**config.mk**
```make
export PLATFORM = sky130hd
export DESIGN_NAME = stopwatch_ctrl
export DESIGN_NICKNAME = d
export VERILOG_FILES = /design/src/rtl/stopwatch_pkg.sv /design/src/rtl/stopwatch_ctrl_key_debounce.sv /design/src/rtl/stopwatch_ctrl.sv
export SDC_FILE = /design/constraint.sdc
export NUM_CORES = 1
export LEC_CHECK = 0
export BUFFER_PORTS_ARGS = -buffer_cell sky130_fd_sc_hd__clkbuf_2
export CELL_PAD_IN_SITES_DETAIL_PLACEMENT = 1
export CELL_PAD_IN_SITES_GLOBAL_PLACEMENT = 2
export CORE_MARGIN = 1
export CORE_UTILIZATION = 35
export CTS_CLUSTER_DIAMETER = 40
export CTS_CLUSTER_SIZE = 30
export DETAILED_ROUTE_END_ITERATION = 12
export GPL_TIMING_DRIVEN = 0
export PLACE_DENSITY = 0.84
export SETUP_SLACK_MARGIN = 0.2
export SLEW_MARGIN = 20
export SYNTH_ARGS = -nofsm -noshare
export SYNTH_HDL_FRONTEND = slang
export SYNTH_SLANG_ARGS = --single-unit
```
**constraint.sdc**
```tcl
create_clock -name clk -period 2.01 [get_ports clk]
set_input_delay 0.402 -clock clk [delete_from_list [all_inputs] [get_ports clk]]
set_output_delay 0.402 -clock clk [all_outputs]
set_load 0.05 [all_outputs]
```
**src/rtl/stopwatch_pkg.sv**
```systemverilog
// Shared encodings for the stopwatch control slice: FSM states, digit packing
// of the 24-bit BCD bus and the blank digit code used by the tube driver.
package stopwatch_pkg;

  typedef enum logic [1:0] {
    ST_IDLE  = 2'd0,
    ST_RUN   = 2'd1,
    ST_PAUSE = 2'd2,
    ST_LAP   = 2'd3
  } sw_state_e;

  localparam int unsigned DIGIT_W    = 4;
  localparam int unsigned NUM_DIGITS = 6;
  localparam int unsigned BUS_W      = DIGIT_W * NUM_DIGITS;

  // Field offsets of {hr_h,hr_l,min_h,min_l,sec_h,sec_l}
  localparam int unsigned DIG_SEC_L = 0;
  localparam int unsigned DIG_SEC_H = 4;
  localparam int unsigned DIG_MIN_L = 8;
  localparam int unsigned DIG_MIN_H = 12;
  localparam int unsigned DIG_HR_L  = 16;
  localparam int unsigned DIG_HR_H  = 20;

  localparam logic [DIGIT_W-1:0] BLANK_DIGIT = 4'hF;

  function automatic logic [BUS_W-1:0] blank_bus();
    logic [BUS_W-1:0] b;
    b = '0;
    b[DIG_SEC_L +: DIGIT_W] = BLANK_DIGIT;
    b[DIG_SEC_H +: DIGIT_W] = BLANK_DIGIT;
    b[DIG_MIN_L +: DIGIT_W] = BLANK_DIGIT;
    b[DIG_MIN_H +: DIGIT_W] = BLANK_DIGIT;
    b[DIG_HR_L  +: DIGIT_W] = BLANK_DIGIT;
    b[DIG_HR_H  +: DIGIT_W] = BLANK_DIGIT;
    return b;
  endfunction

endpackage

```
**src/rtl/stopwatch_ctrl_key_debounce.sv**
```systemverilog
// Single-key conditioner: 2-FF synchronizer, stability counter and a
// one-clock press pulse on each accepted press (active-low key).
module key_debounce #(
  parameter int unsigned DEBOUNCE_CYCLES = 1000000
) (
  input  logic clk,
  input  logic rst_n,
  input  logic key_n_i,
  output logic press_o
);

  localparam int unsigned       CNT_W    = $clog2(DEBOUNCE_CYCLES + 1);
  localparam logic [CNT_W-1:0]  CNT_LAST = CNT_W'(DEBOUNCE_CYCLES - 1);

  logic             sync1_q, sync2_q;
  logic             level_q, level_d;
  logic             press_q, press_d;
  logic [CNT_W-1:0] cnt_q, cnt_d;

  always_ff @(posedge clk or negedge rst_n) begin
    if (!rst_n) begin
      sync1_q <= 1'b1;
      sync2_q <= 1'b1;
      level_q <= 1'b1;
      press_q <= 1'b0;
      cnt_q   <= '0;
    end else begin
      sync1_q <= key_n_i;
      sync2_q <= sync1_q;
      level_q <= level_d;
      press_q <= press_d;
      cnt_q   <= cnt_d;
    end
  end

  // Counter clears on acceptance or on any agreeing sample, so it never passes CNT_LAST.
  always_comb begin
    level_d = level_q;
    press_d = 1'b0;
    cnt_d   = '0;
    if (sync2_q != level_q) begin
      if (cnt_q >= CNT_LAST) begin
        level_d = sync2_q;
        press_d = ~sync2_q;
      end else begin
        cnt_d = cnt_q + 1'b1;
      end
    end
  end

  assign press_o = press_q;

endmodule

```
**src/rtl/stopwatch_ctrl.sv**
```systemverilog
// Stopwatch control sequencer: debounced keys, mode FSM, counter enable/clear
// and live/lap display select. Optional pause blink: STOPWATCH_PAUSE_BLINK_EN.
module stopwatch_ctrl
  import stopwatch_pkg::*;
#(
  parameter int unsigned DEBOUNCE_CYCLES = 1000000,
  parameter int unsigned BLINK_CYCLES    = 25000000
) (
  input  logic             clk,
  input  logic             rst_n,
  input  logic             key_ss_n,
  input  logic             key_lap_n,
  input  logic             key_clr_n,
  input  logic [BUS_W-1:0] live_bcd,
  output logic             cnt_en,
  output logic             cnt_clr,
  output logic [BUS_W-1:0] disp_bcd,
  output logic [1:0]       state_o
);

  if (DEBOUNCE_CYCLES < 1 || BLINK_CYCLES < 1) begin : g_param_check
    $error("stopwatch_ctrl: DEBOUNCE_CYCLES and BLINK_CYCLES must be >= 1");
  end

  logic ss_p, lap_p, clr_p;

  key_debounce #(.DEBOUNCE_CYCLES(DEBOUNCE_CYCLES)) u_db_ss (
    .clk(clk), .rst_n(rst_n), .key_n_i(key_ss_n), .press_o(ss_p)
  );
  key_debounce #(.DEBOUNCE_CYCLES(DEBOUNCE_CYCLES)) u_db_lap (
    .clk(clk), .rst_n(rst_n), .key_n_i(key_lap_n), .press_o(lap_p)
  );
  key_debounce #(.DEBOUNCE_CYCLES(DEBOUNCE_CYCLES)) u_db_clr (
    .clk(clk), .rst_n(rst_n), .key_n_i(key_clr_n), .press_o(clr_p)
  );

  sw_state_e        state_q, state_d;
  logic             cnt_en_q, cnt_en_d;
  logic             cnt_clr_q, cnt_clr_d;
  logic [BUS_W-1:0] disp_q, disp_d;
  logic [BUS_W-1:0] lap_q, lap_d;
  logic             clr_act, lap_load;
  logic             win_clr, win_ss, win_lap;

  always_ff @(posedge clk or negedge rst_n) begin
    if (!rst_n) begin
      state_q   <= ST_IDLE;
      cnt_en_q  <= 1'b0;
      cnt_clr_q <= 1'b0;
      disp_q    <= '0;
      lap_q     <= '0;
    end else begin
      state_q   <= state_d;
      cnt_en_q  <= cnt_en_d;
      cnt_clr_q <= cnt_clr_d;
      disp_q    <= disp_d;
      lap_q     <= lap_d;
    end
  end

  // One winner per cycle (clr > ss > lap); a winner the state ignores still suppresses the others.
  assign win_clr = clr_p;
  assign win_ss  = ss_p & ~clr_p;
  assign win_lap = lap_p & ~clr_p & ~ss_p;

  always_comb begin
    state_d  = state_q;
    clr_act  = 1'b0;
    lap_load = 1'b0;
    unique case (state_q)
      ST_IDLE: begin
        if (win_clr)     clr_act = 1'b1;
        else if (win_ss) state_d = ST_RUN;
      end
      ST_RUN: begin
        if (win_ss) begin
          state_d = ST_PAUSE;
        end else if (win_lap) begin
          state_d  = ST_LAP;
          lap_load = 1'b1;
        end
      end
      ST_LAP: begin
        if (win_ss)       state_d = ST_PAUSE;
        else if (win_lap) state_d = ST_RUN;
      end
      ST_PAUSE: begin
        if (win_clr) begin
          state_d = ST_IDLE;
          clr_act = 1'b1;
        end else if (win_ss) begin
          state_d = ST_RUN;
        end
      end
      default: state_d = ST_IDLE;
    endcase
  end

`ifdef STOPWATCH_PAUSE_BLINK_EN
  localparam int unsigned      BLK_W    = $clog2(BLINK_CYCLES + 1);
  localparam logic [BLK_W-1:0] BLK_LAST = BLK_W'(BLINK_CYCLES - 1);

  logic [BLK_W-1:0] blink_cnt_q, blink_cnt_d;
  logic             phase_q, phase_d;

  always_ff @(posedge clk or negedge rst_n) begin
    if (!rst_n) begin
      blink_cnt_q <= '0;
      phase_q     <= 1'b0;
    end else begin
      blink_cnt_q <= blink_cnt_d;
      phase_q     <= phase_d;
    end
  end

  // Restart on PAUSE entry so the first half-period shows digits.
  always_comb begin
    blink_cnt_d = blink_cnt_q + 1'b1;
    phase_d     = phase_q;
    if (state_d == ST_PAUSE && state_q != ST_PAUSE) begin
      blink_cnt_d = '0;
      phase_d     = 1'b0;
    end else if (blink_cnt_q >= BLK_LAST) begin
      blink_cnt_d = '0;
      phase_d     = ~phase_q;
    end
  end
`endif

  always_comb begin
    cnt_en_d  = (state_d == ST_RUN) || (state_d == ST_LAP);
    cnt_clr_d = clr_act;
    lap_d     = lap_load ? live_bcd : lap_q;
    disp_d    = (state_d == ST_LAP) ? lap_d : live_bcd;
`ifdef STOPWATCH_PAUSE_BLINK_EN
    if (state_d == ST_PAUSE && phase_d) disp_d = blank_bus();
`endif
  end

  assign cnt_en   = cnt_en_q;
  assign cnt_clr  = cnt_clr_q;
  assign disp_bcd = disp_q;
  assign state_o  = state_q;

endmodule

```
* Word-level counts from Yosys, hierarchy flattened *
Index checks and enable logic that the tools add are counted.

word-level totals
  bits in registers = 124
  output and inout bits = 28
  input port bits = 29

cells by class
  eq/ne operators = 8
  reductions and logical operators = 6
  bitwise operators = 8
  order comparisons = 3
  add/subtract/negate cells = 3
  muxes and demuxes = 27

operator list
  kind                   count
  $mux 20                6
  $add 20x1->20 const B  3
  $ge 20x20->1 const B   3
  $mux 24                2
  $mux 2                 7
  $mux 1                 11
  $pmux 2 s4             1
  $eq 2x2->1 const B     3
  $reduce_and 2->1       3
  $not 1->1              5
  $eq 2x1->1 const B     2
  $and 1x1->1            3
  $ne 1x1->1             3
  $logic_not 2->1        1
  $reduce_or 2->1        1
  $logic_or 1x1->1       1

* Depth between registers and ports, before layout *
Gate-level depths: netlist of run 1.

  word-level depth = 8
  depth in mapped cells = 8

* Cells and area by module *
A second synthesis of run 1 with hierarchy kept.

second synthesis, totals
  cell total of the unflattened synthesis = 464
  area, all modules = 5,620.4 um^2

by module, submodules not included
  module          area an instance (um^2)  sequential area each (um^2)  cells an instance  instances
  key_debounce    1,187.4                  604.3                        115                3
  stopwatch_ctrl  2,058.2                  1,276.2                      119                1

* Least setup slack after synthesis of run 1 *
OpenSTA, ideal clock, no wires.

  kind = register -> register
  start = register state_q[1] (netlist: state_o[1])
  end = register disp_q[10] (netlist: disp_bcd[10])
  cell stages (with the launch flop) = 7
  arrival time = 1.908 ns
  library setup time = 0.125 ns
  period minus slack after synthesis = 2.033 ns
  setup slack = -0.023 ns
  buffers on the path = 1
  cells stage by stage = dfrtp_1 nor2b_1 nor3b_2 nand2_1 buf_2 mux2_1 mux2_2

RTL lines
  element                 RTL line               source
  from (decl)             stopwatch_ctrl.sv:37   sw_state_e state_q, state_d;
  from (signal assigned)  stopwatch_ctrl.sv:53   state_q <= state_d;
  $eq 2x1->1              stopwatch_ctrl.sv:70   unique case (state_q)
  $mux 1                  stopwatch_ctrl.sv:70
  $mux 24                 stopwatch_ctrl.sv:133  lap_d = lap_load ? live_bcd : lap_q;
  net lap_d[10]           stopwatch_ctrl.sv:41   logic [BUS_W-1:0] lap_q, lap_d;
  $mux 24                 stopwatch_ctrl.sv:134  disp_d = (state_d == ST_LAP) ? lap_d : live_bcd;
  net disp_d[10]          stopwatch_ctrl.sv:40   logic [BUS_W-1:0] disp_q, disp_d;
  to (signal assigned)    stopwatch_ctrl.sv:56   disp_q <= disp_d;
  to (decl)               stopwatch_ctrl.sv:40

The timed path passes the listed nets, and every way through them passes these cells.
A chain may end at the register's enable or synchronous reset.

* Worst setup path after layout of run 1 *
  start = register u_db_lap.cnt_q[1]
  end = register u_db_lap.cnt_q[14]

on the way
  cells in the longest elaborated chain, start to end = 3

ends and longest elaborated chain
  element                                        RTL line                                                              source
  from (decl)                                    stopwatch_ctrl_key_debounce.sv:18                                     logic [CNT_W-1:0] cnt_q, cnt_d;
  from (signal assigned)                         stopwatch_ctrl_key_debounce.sv:32                                     cnt_q <= cnt_d;
  $add 20x1->20 or $ge 20x20->1 (tied branches)  stopwatch_ctrl_key_debounce.sv:46, stopwatch_ctrl_key_debounce.sv:42
  $mux 20 *                                      stopwatch_ctrl_key_debounce.sv:42                                     if (cnt_q >= CNT_LAST) begin
  $mux 20 *                                      stopwatch_ctrl_key_debounce.sv:41                                     if (sync2_q != level_q) begin
  net u_db_lap.cnt_d[14]                         stopwatch_ctrl_key_debounce.sv:18

Mark *: on every way through the listed nets, which the timed path passes. The rest lies on a longest branch.

==> results of run 1 <==
[per-layer routing]
| metal | vias up | part of all wire (%) |
|---|---|---|
| met5 | - | 0 |
| met4 | 0 | 2.3 |
| met3 | 29 | 2.5 |
| met2 | 70 | 55 |
| met1 | 2102 | 40 |
| li1 | 1824 | - |
[flip-flops by register name, indices dropped and copies added (netlist names), 2 cells and up]
name and count:
u_db_clr.cnt_q 20, disp_bcd 24, u_db_lap.cnt_q 20, state_o 2
lap_q 24, u_db_ss.cnt_q 20
[cells in the mapped netlist (3+ instances only)]
| library cell | instances |
|---|---|
| sky130_fd_sc_hd__dfrtp_1 | 115 |
| sky130_fd_sc_hd__nor2_1 | 65 |
| sky130_fd_sc_hd__xor2_1 | 31 |
| sky130_fd_sc_hd__mux2_2 | 28 |
| sky130_fd_sc_hd__xnor2_1 | 25 |
| sky130_fd_sc_hd__mux2_1 | 23 |
| sky130_fd_sc_hd__nand3_1 | 23 |
| sky130_fd_sc_hd__nand2_1 | 20 |
| sky130_fd_sc_hd__nand4_1 | 15 |
| sky130_fd_sc_hd__dfstp_2 | 9 |
| sky130_fd_sc_hd__inv_1 | 9 |
| sky130_fd_sc_hd__and3_1 | 8 |
| sky130_fd_sc_hd__nor2_4 | 7 |
| sky130_fd_sc_hd__clkbuf_1 | 6 |
| sky130_fd_sc_hd__o21ai_0 | 6 |
| sky130_fd_sc_hd__buf_2 | 5 |
| sky130_fd_sc_hd__nor3_1 | 5 |
| sky130_fd_sc_hd__nor4b_1 | 4 |
| sky130_fd_sc_hd__ha_1 | 3 |
| sky130_fd_sc_hd__nor2_2 | 3 |
| sky130_fd_sc_hd__nor4_1 | 3 |
| sky130_fd_sc_hd__o21a_1 | 3 |
[worst max path at each step]
stage | cells after the start | to
floorplan | 6 | u_db_lap.level_q$_DFFE_PN1P_
global placement | 1 | state_o[1]$_DFF_PN0_
detailed placement | 7 | u_db_clr.cnt_q[15]$_DFF_PN0_
CTS | 8 | u_db_lap.cnt_q[16]$_DFF_PN0_
global route | 8 | u_db_lap.cnt_q[18]$_DFF_PN0_
finish | 8 | u_db_lap.cnt_q[14]$_DFF_PN0_
[area by class of cell]
cell class / count / area (sq um)
Sequential cell: 124 / 3120
Clock inverter: 11 / 168
Inverter: 9 / 33.8
Clock buffer: 21 / 460
Timing Repair Buffer: 116 / 985
Tap cell: 188 / 235
Multi-Input combinational cell: 307 / 2750
Buffer: 14 / 203
Fill cell: 1500 / 7200
[power groups by stage]
stage	clock [mW]	sequential, mW	combinational, mW
floorplan	0	2.73	0.128
detailed placement	0	2.66	0.360
finish	3.31	2.62	0.498
global route	3.48	2.62	0.537
CTS	3.33	2.61	0.415
global placement	0	2.65	0.341
[worst max-delay path, delay by kind of cell, from the launching register on]
kind                     cells  cell delay [ps]
AO/OA/AOI/OAI                3              820
buffers and inverters        3              490
flip-flops                   1              420
adder cells (fa/ha/maj)      1              180
AND/OR/NAND/NOR              1               80
[stage by stage]
stage / hold WS, ps / area [sq um]
after CTS: 47.1 / 7370
final: 64.5 / 7950
after global routing: 52.5 / 7950
after detailed placement: 349 / 6170
after global placement: 349 / 6140
after floorplan: 106 / 5620
[cell families (layout without fill, tap and decap cells)]
| logic type | count (synthesis) | count (layout) |
|---|---|---|
| multiplexers | 51 | 51 |
| AO/OA/AOI/OAI | 28 | 28 |
| flip-flops | 124 | 124 |
| AND/OR/NAND/NOR | 169 | 169 |
| adder cells (fa/ha/maj) | 3 | 3 |
| buffers and inverters | 23 | 171 |
| XOR/XNOR | 56 | 56 |
[repair_timing]
item,4_1_cts,5_1_grt
resized for setup,53,94
endpoints found under the setup margin,81,94
endpoints found under the hold margin,45,0
hold buffers,1,0
gates cloned,4,3
setup buffers,27,24
pin swaps,8,40
==> summary.log, run 1 <==
INFO  status         outcome=finished with violations
INFO  status         violations=setup timing
INFO  power_and_ir_drop power.density_cell_area=808mW/mm^2
INFO  floorplanning  fp.dieArea=0.0160sqmm
INFO  global_routing layer_carrying_the_most_global_route_usage=met2
INFO  drt            ant_nets=0
INFO  power_and_ir_drop p_clk_share=51.5%
INFO  synth          synth-xor-area-share=9.04%
INFO  sta            layout_setup_ws=-39.3ps
INFO  sta            layout_worst_path_cycle_share=102%
INFO  synth          proportion_of_synthesized_area_in_mux_cells=10.6%
INFO  sta            finalCriticalPeriod=2050ps
INFO  global_routing grt_pass1_vias=4,363
INFO  power_and_ir_drop vdd.ir_drop.worst=0.554mV
INFO  power_and_ir_drop cell_internal_pwr=4.92mW
INFO  setup_path     worst-r2r-cell-count=8
INFO  synth          synth_compound_area_share=3.83%
INFO  drt            drtPass1Iterations=4
INFO  flow_run       max_cap_viol_count=0
INFO  clocking       numCtsBuffers=17
INFO  hold_path      hold_class=in2reg
INFO  synth          netlist-cell-type-count=52
INFO  clocking       cts_max_level=4
INFO  setup_path     worstSetupPathType=reg2reg
INFO  clocking       cts_tree=done
INFO  place          place.gp.congestion=0.743
INFO  drt            drt-wirelength-per-cell=19.8microns
INFO  power_and_ir_drop sequentialPowerShare=40.7%
INFO  synth          synthFlopType=sky130_fd_sc_hd__dfrtp_1
INFO  floorplanning  initial_utilization=35.8%
INFO  synth          combinational_family_with_the_most_area_after_synthesis=simple AND/OR/NAND/NOR gates
INFO  synth          syn-cell-area=0.00542sqmm
INFO  synth          postSynthAreaPerCell=11.9squm
INFO  clocking       cts_max_path_buffers=2
INFO  synth          post-synth-top-area-fraction=53.1%
INFO  setup_path     regToRegSetupSlack=-40ps
INFO  synth          post_synth_and_or_nand_nor_area_fraction=16.3%
INFO  drt            drc_violation_count_after_routing=0
INFO  place          io_buffers=56
INFO  power_and_ir_drop netSwitchingPower=1.51mW
INFO  synth          synth.ff_latch_count=124
INFO  sta            drv_slew=0
INFO  sta            final-setup-viol-count=13
INFO  setup_path     critPathMaxStageDelay=430ps
INFO  floorplanning  floorplan.core_area=0.0151sqmm
INFO  global_routing maximum_number_of_pins_on_one_net_before_global_route_repair=80
INFO  global_routing initial_antenna_violation_count=0
INFO  power_and_ir_drop share_comb_of_total_power=7.8%
INFO  power_and_ir_drop power_switching_share=23.5%
INFO  final_layout   num_antenna_cells=0
INFO  global_routing track_usage=19.0%
INFO  global_routing grt_util_met3=4.30%
INFO  clocking       cts_root_buffer=sky130_fd_sc_hd__clkbuf_16
INFO  final_layout   layout.cells.non_filler=790
INFO  synth          synth-edff-count=0
INFO  global_routing global_route.usage.met1=22.6%
INFO  synth          yosysSeqAreaShare=57.4%
INFO  floorplanning  chipWidth=126microns
INFO  drt            detail_route.iter0.violations=180
INFO  synth          synth_fa_ha_area_share=0.692%
INFO  clocking       clk_latency=420ps
INFO  hold_path      hold_end=u_db_clr.sync1_q$_DFF_PN1_
INFO  setup_path     critical_path.endpoint_type=flop
INFO  sta            timing.slew.headroom=67.7%
INFO  final_layout   layout.core_utilization=52.5%
INFO  final_layout   layout-area-overhead-vs-synth=46.6%
INFO  setup_path     critical_path.cell_chain=ha_4 > buf_8 > a2111o_1 > a211oi_4 > buf_4 > o21bai_4 > clkbuf_16 > nor2_4
INFO  synth          yosys-top-cells-area=sky130_fd_sc_hd__dfrtp_1 53%, sky130_fd_sc_hd__mux2_2 5.8%, sky130_fd_sc_hd__xor2_1 5.0%, sky130_fd_sc_hd__mux2_1 4.8%, sky130_fd_sc_hd__nor2_1 4.5%
INFO  drt            detail_route.wirelength=15,600microns
INFO  clocking       clkTransAtPathRegs=60ps
INFO  global_routing grt_first_pass_wirelength=23,500microns
INFO  place          placement.setup.worst_slack=-250ps
INFO  setup_path     path_max_fanout=6
INFO  setup_path     library_cell_contributing_the_largest_single_delay_on_the_critical_path=sky130_fd_sc_hd__a2111o_1
INFO  synth          synth_nets=486
INFO  setup_path     reg_to_reg_end=u_db_lap.cnt_q[14]$_DFF_PN0_
INFO  power_and_ir_drop leakage=3.55nW
INFO  final_layout   final_common_cell=sky130_fd_sc_hd__dfrtp_1
INFO  sta            fin_skew=10.9ps
INFO  hold_path      hold_start=key_clr_n
INFO  global_routing grt_util_met2=33.9%
INFO  place          dp.cells=699
INFO  hold_path      hold_depth=1
INFO  drt            drt-vias-per-instance=5.09
INFO  place          place.detailed.hpwl=7670microns
INFO  global_routing global_route.overflow_total=0
INFO  synth          yosys_warning_count=0
INFO  synth          synth_area_leader_cell=sky130_fd_sc_hd__dfrtp_1
INFO  setup_path     crit_path_start=u_db_lap.cnt_q[1]$_DFF_PN0_
INFO  final_layout   nets=621
INFO  floorplanning  pin_count=57
INFO  power_and_ir_drop totalPowerFinal=6.43mW
INFO  sta            timing_worst_slew_pin_value=484ps
INFO  sta            setup_total_negative_slack=-279ps
INFO  floorplanning  die_y=126microns
INFO  synth          synth_async_reset_ratio=100%
INFO  setup_path     crit_path_launch_type=flop
INFO  synth          syn_inst=454
INFO  floorplanning  rows=45
INFO  final_layout   layout_common_cells=110 x sky130_fd_sc_hd__dfrtp_1, 56 x sky130_fd_sc_hd__clkbuf_2, 50 x sky130_fd_sc_hd__mux2_4
INFO  setup_path     timing.rr.start=u_db_lap.cnt_q[1]$_DFF_PN0_
INFO  sta            max_clock_freq=488MHz
INFO  clocking       tritoncts_num_sinks=124
INFO  setup_path     critical_path_arrival=2410ps
INFO  sta            final_hold_violations=0
INFO  drt            dr_total_vias=4,025
INFO  sta            grt_setup_unrepaired=true
INFO  setup_path     cp.required=2370ps
INFO  final_layout   fraction_of_final_layout_cells_with_drive_strength_greater_than_1=47.7%
Power figures use the tool's default switching activity.
==> inputs of run 2 (changes only) <==
Settings changed: RECOVER_POWER from default to 50, SKIP_LAST_GASP from default to 1.
==> run 2 against run 1 <==
  * The run still ends with setup timing left
  * Power down 0.99%
  * Sequential power about the same
  * Die area unchanged
  * Routed wire length down 6.5%
  * Hold slack better by 3.4 ps
==> summary.log, run 2 (same netlist as run 1, synthesis figures left out) <==
INFO  status         outcome=finished with violations
INFO  status         violations=setup timing
INFO  sta            drv_slew=0
INFO  sta            grt_setup_unrepaired=true
INFO  power_and_ir_drop sequentialPowerShare=41.1%
INFO  clocking       numCtsBuffers=17
INFO  setup_path     worstSetupPathType=reg2reg
INFO  drt            detail_route.iter0.violations=169
INFO  global_routing grt_first_pass_wirelength=22,400microns
INFO  global_routing initial_antenna_violation_count=0
INFO  clocking       cts_max_path_buffers=2
INFO  final_layout   nets=615
INFO  sta            layout_worst_path_cycle_share=103%
INFO  floorplanning  fp.dieArea=0.0160sqmm
INFO  clocking       clkTransAtPathRegs=60ps
INFO  final_layout   layout_common_cells=110 x sky130_fd_sc_hd__dfrtp_1, 55 x sky130_fd_sc_hd__clkbuf_2, 48 x sky130_fd_sc_hd__mux2_4
INFO  setup_path     cp.required=2370ps
INFO  drt            drt-vias-per-instance=5.09
INFO  power_and_ir_drop power.density_cell_area=813mW/mm^2
INFO  final_layout   layout.cells.non_filler=784
INFO  drt            ant_nets=0
INFO  drt            dr_total_vias=3,987
INFO  sta            fin_skew=10.3ps
INFO  place          dp.cells=699
INFO  flow_run       max_cap_viol_count=0
INFO  setup_path     path_max_fanout=6
INFO  drt            drtPass1Iterations=6
INFO  place          io_buffers=56
INFO  floorplanning  initial_utilization=35.8%
INFO  clocking       tritoncts_num_sinks=124
INFO  power_and_ir_drop p_clk_share=51.5%
INFO  power_and_ir_drop share_comb_of_total_power=7.4%
INFO  drt            drt-wirelength-per-cell=18.6microns
INFO  setup_path     timing.rr.start=u_db_lap.cnt_q[1]$_DFF_PN0_
INFO  hold_path      hold_class=in2reg
INFO  sta            final-setup-viol-count=19
INFO  setup_path     timing.critical_path.max_delay_family=compound AO/OA/AOI/OAI gates
INFO  power_and_ir_drop cell_internal_pwr=4.90mW
INFO  floorplanning  chipWidth=126microns
INFO  sta            finalCriticalPeriod=2070ps
INFO  sta            layout_setup_ws=-59.5ps
INFO  setup_path     crit_path_launch_type=flop
INFO  clocking       cts_tree=done
INFO  global_routing track_usage=18.1%
INFO  sta            timing_worst_slew_pin_value=1180ps
INFO  final_layout   layout-area-overhead-vs-synth=44.3%
INFO  clocking       clk_latency=420ps
INFO  setup_path     critical_path.cell_chain=ha_4 > buf_8 > a2111o_1 > a211oi_4 > buf_4 > o21bai_4 > clkbuf_16 > nor2_4
INFO  clocking       cts_max_level=4
INFO  power_and_ir_drop leakage=3.48nW
INFO  floorplanning  pin_count=57
INFO  clocking       cts_root_buffer=sky130_fd_sc_hd__clkbuf_16
INFO  power_and_ir_drop netSwitchingPower=1.46mW
INFO  setup_path     crit_path_start=u_db_lap.cnt_q[1]$_DFF_PN0_
INFO  drt            detail_route.wirelength=14,600microns
INFO  sta            holdWs=67.9ps
INFO  final_layout   num_antenna_cells=0
INFO  final_layout   fraction_of_final_layout_cells_with_drive_strength_greater_than_1=46.3%
INFO  floorplanning  rows=45
INFO  final_layout   final_common_cell=sky130_fd_sc_hd__dfrtp_1
INFO  setup_path     regToRegSetupSlack=-60ps
INFO  place          place.detailed.hpwl=7670microns
INFO  setup_path     path_buf_inv=3
INFO  sta            final_hold_violations=0
INFO  setup_path     library_cell_contributing_the_largest_single_delay_on_the_critical_path=sky130_fd_sc_hd__a2111o_1
INFO  hold_path      hold_start=key_ss_n
INFO  floorplanning  die_y=126microns
INFO  setup_path     critical_path.endpoint_type=flop
INFO  sta            timing.slew.headroom=21.3%
INFO  place          place.gp.congestion=0.743
INFO  sta            max_clock_freq=483MHz
INFO  global_routing global_route.overflow_total=0
INFO  setup_path     critPathMaxStageDelay=430ps
INFO  floorplanning  floorplan.core_area=0.0151sqmm
INFO  drt            drc_violation_count_after_routing=0
INFO  power_and_ir_drop vdd.ir_drop.worst=0.597mV
INFO  global_routing grt_pass1_vias=4,270
INFO  power_and_ir_drop power_switching_share=23.0%
INFO  setup_path     critical_path_arrival=2430ps
INFO  global_routing maximum_number_of_pins_on_one_net_before_global_route_repair=80
[run 2: routing by layer]
layer  global-route usage (%)  wire, microns  up-vias
met1                     21.8           6050     2071
met4                     7.65            356        0
met3                     3.67            396       30
met5                        0              0        -
met2                     31.5           7780       72
li1                         -              -     1814
[run 2: final cells by class]
| cell class | count | area [sq um] |
|---|---|---|
| inverter | 9 | 33.8 |
| fill | 1535 | 7320 |
| clock inverter | 11 | 168 |
| buffer | 14 | 201 |
| clock buffer | 21 | 460 |
| sequential | 124 | 3120 |
| tap | 188 | 235 |
| multi-input combinational | 307 | 2710 |
| timing repair buffer | 110 | 892 |
[run 2: stage by stage]
| stage | power, mW | worst slack, ps | cell area, sq um | util [%] | setup TNS (ps) |
|---|---|---|---|---|---|
| after floorplan | 2.86 | 63.3 | 5620 | - | 0 |
| after global placement | 2.99 | -1580 | 6140 | 40.5 | -159960 |
| after detailed placement | 3.02 | -250 | 6170 | 40.8 | -4040 |
| after CTS | 6.34 | -34.8 | 7330 | 48.4 | -351 |
| after global routing | 6.57 | -104 | 7830 | 51.7 | -4000 |
| final | 6.36 | -59.5 | 7830 | 51.7 | -524 |
[run 2: power by group through the flow]
stage	Combinational, mW	Sequential, mW	Clock (mW)
2_1_floorplan	0.128	2.73	0
3_3_place_gp	0.341	2.65	0
3_5_place_dp	0.360	2.66	0
4_1_cts	0.409	2.61	3.33
5_1_grt	0.512	2.62	3.44
6_report	0.474	2.61	3.28
[run 2: worst paths after layout]
| check | endpoint | cells past startpoint |
|---|---|---|
| max | u_db_lap.cnt_q[12]$_DFF_PN0_ | 8 |
| min | u_db_ss.sync1_q$_DFF_PN1_ | 1 |
| max reg2reg | u_db_lap.cnt_q[12]$_DFF_PN0_ | 8 |
| min reg2reg | u_db_lap.sync2_q$_DFF_PN1_ | 0 |
| max in group asynchronous | u_db_clr.sync1_q$_DFF_PN1_ | 3 |
| min in group asynchronous | lap_q[21]$_DFF_PN0_ | 2 |
[run 2: worst register-to-register path, cell delays in order, from the launching register on]
cell,delay [ps]
sky130_fd_sc_hd__dfrtp_1,420
sky130_fd_sc_hd__ha_4,180
sky130_fd_sc_hd__buf_8,110
sky130_fd_sc_hd__a2111o_1,430
sky130_fd_sc_hd__a211oi_4,290
sky130_fd_sc_hd__buf_4,170
sky130_fd_sc_hd__o21bai_4,110
sky130_fd_sc_hd__clkbuf_16,210
sky130_fd_sc_hd__nor2_4,80
[run 2: what timing repair did]
| action | 4_1_cts | 5_1_grt |
|---|---|---|
| buffers inserted | 27 | 18 |
| endpoints found under the setup margin | 81 | 76 |
| cloned | 4 | 3 |
| hold buffers | 1 | 0 |
| pin swaps | 8 | 37 |
| hold endpoints to repair | 45 | 0 |
| resized for setup | 41 | 92 |
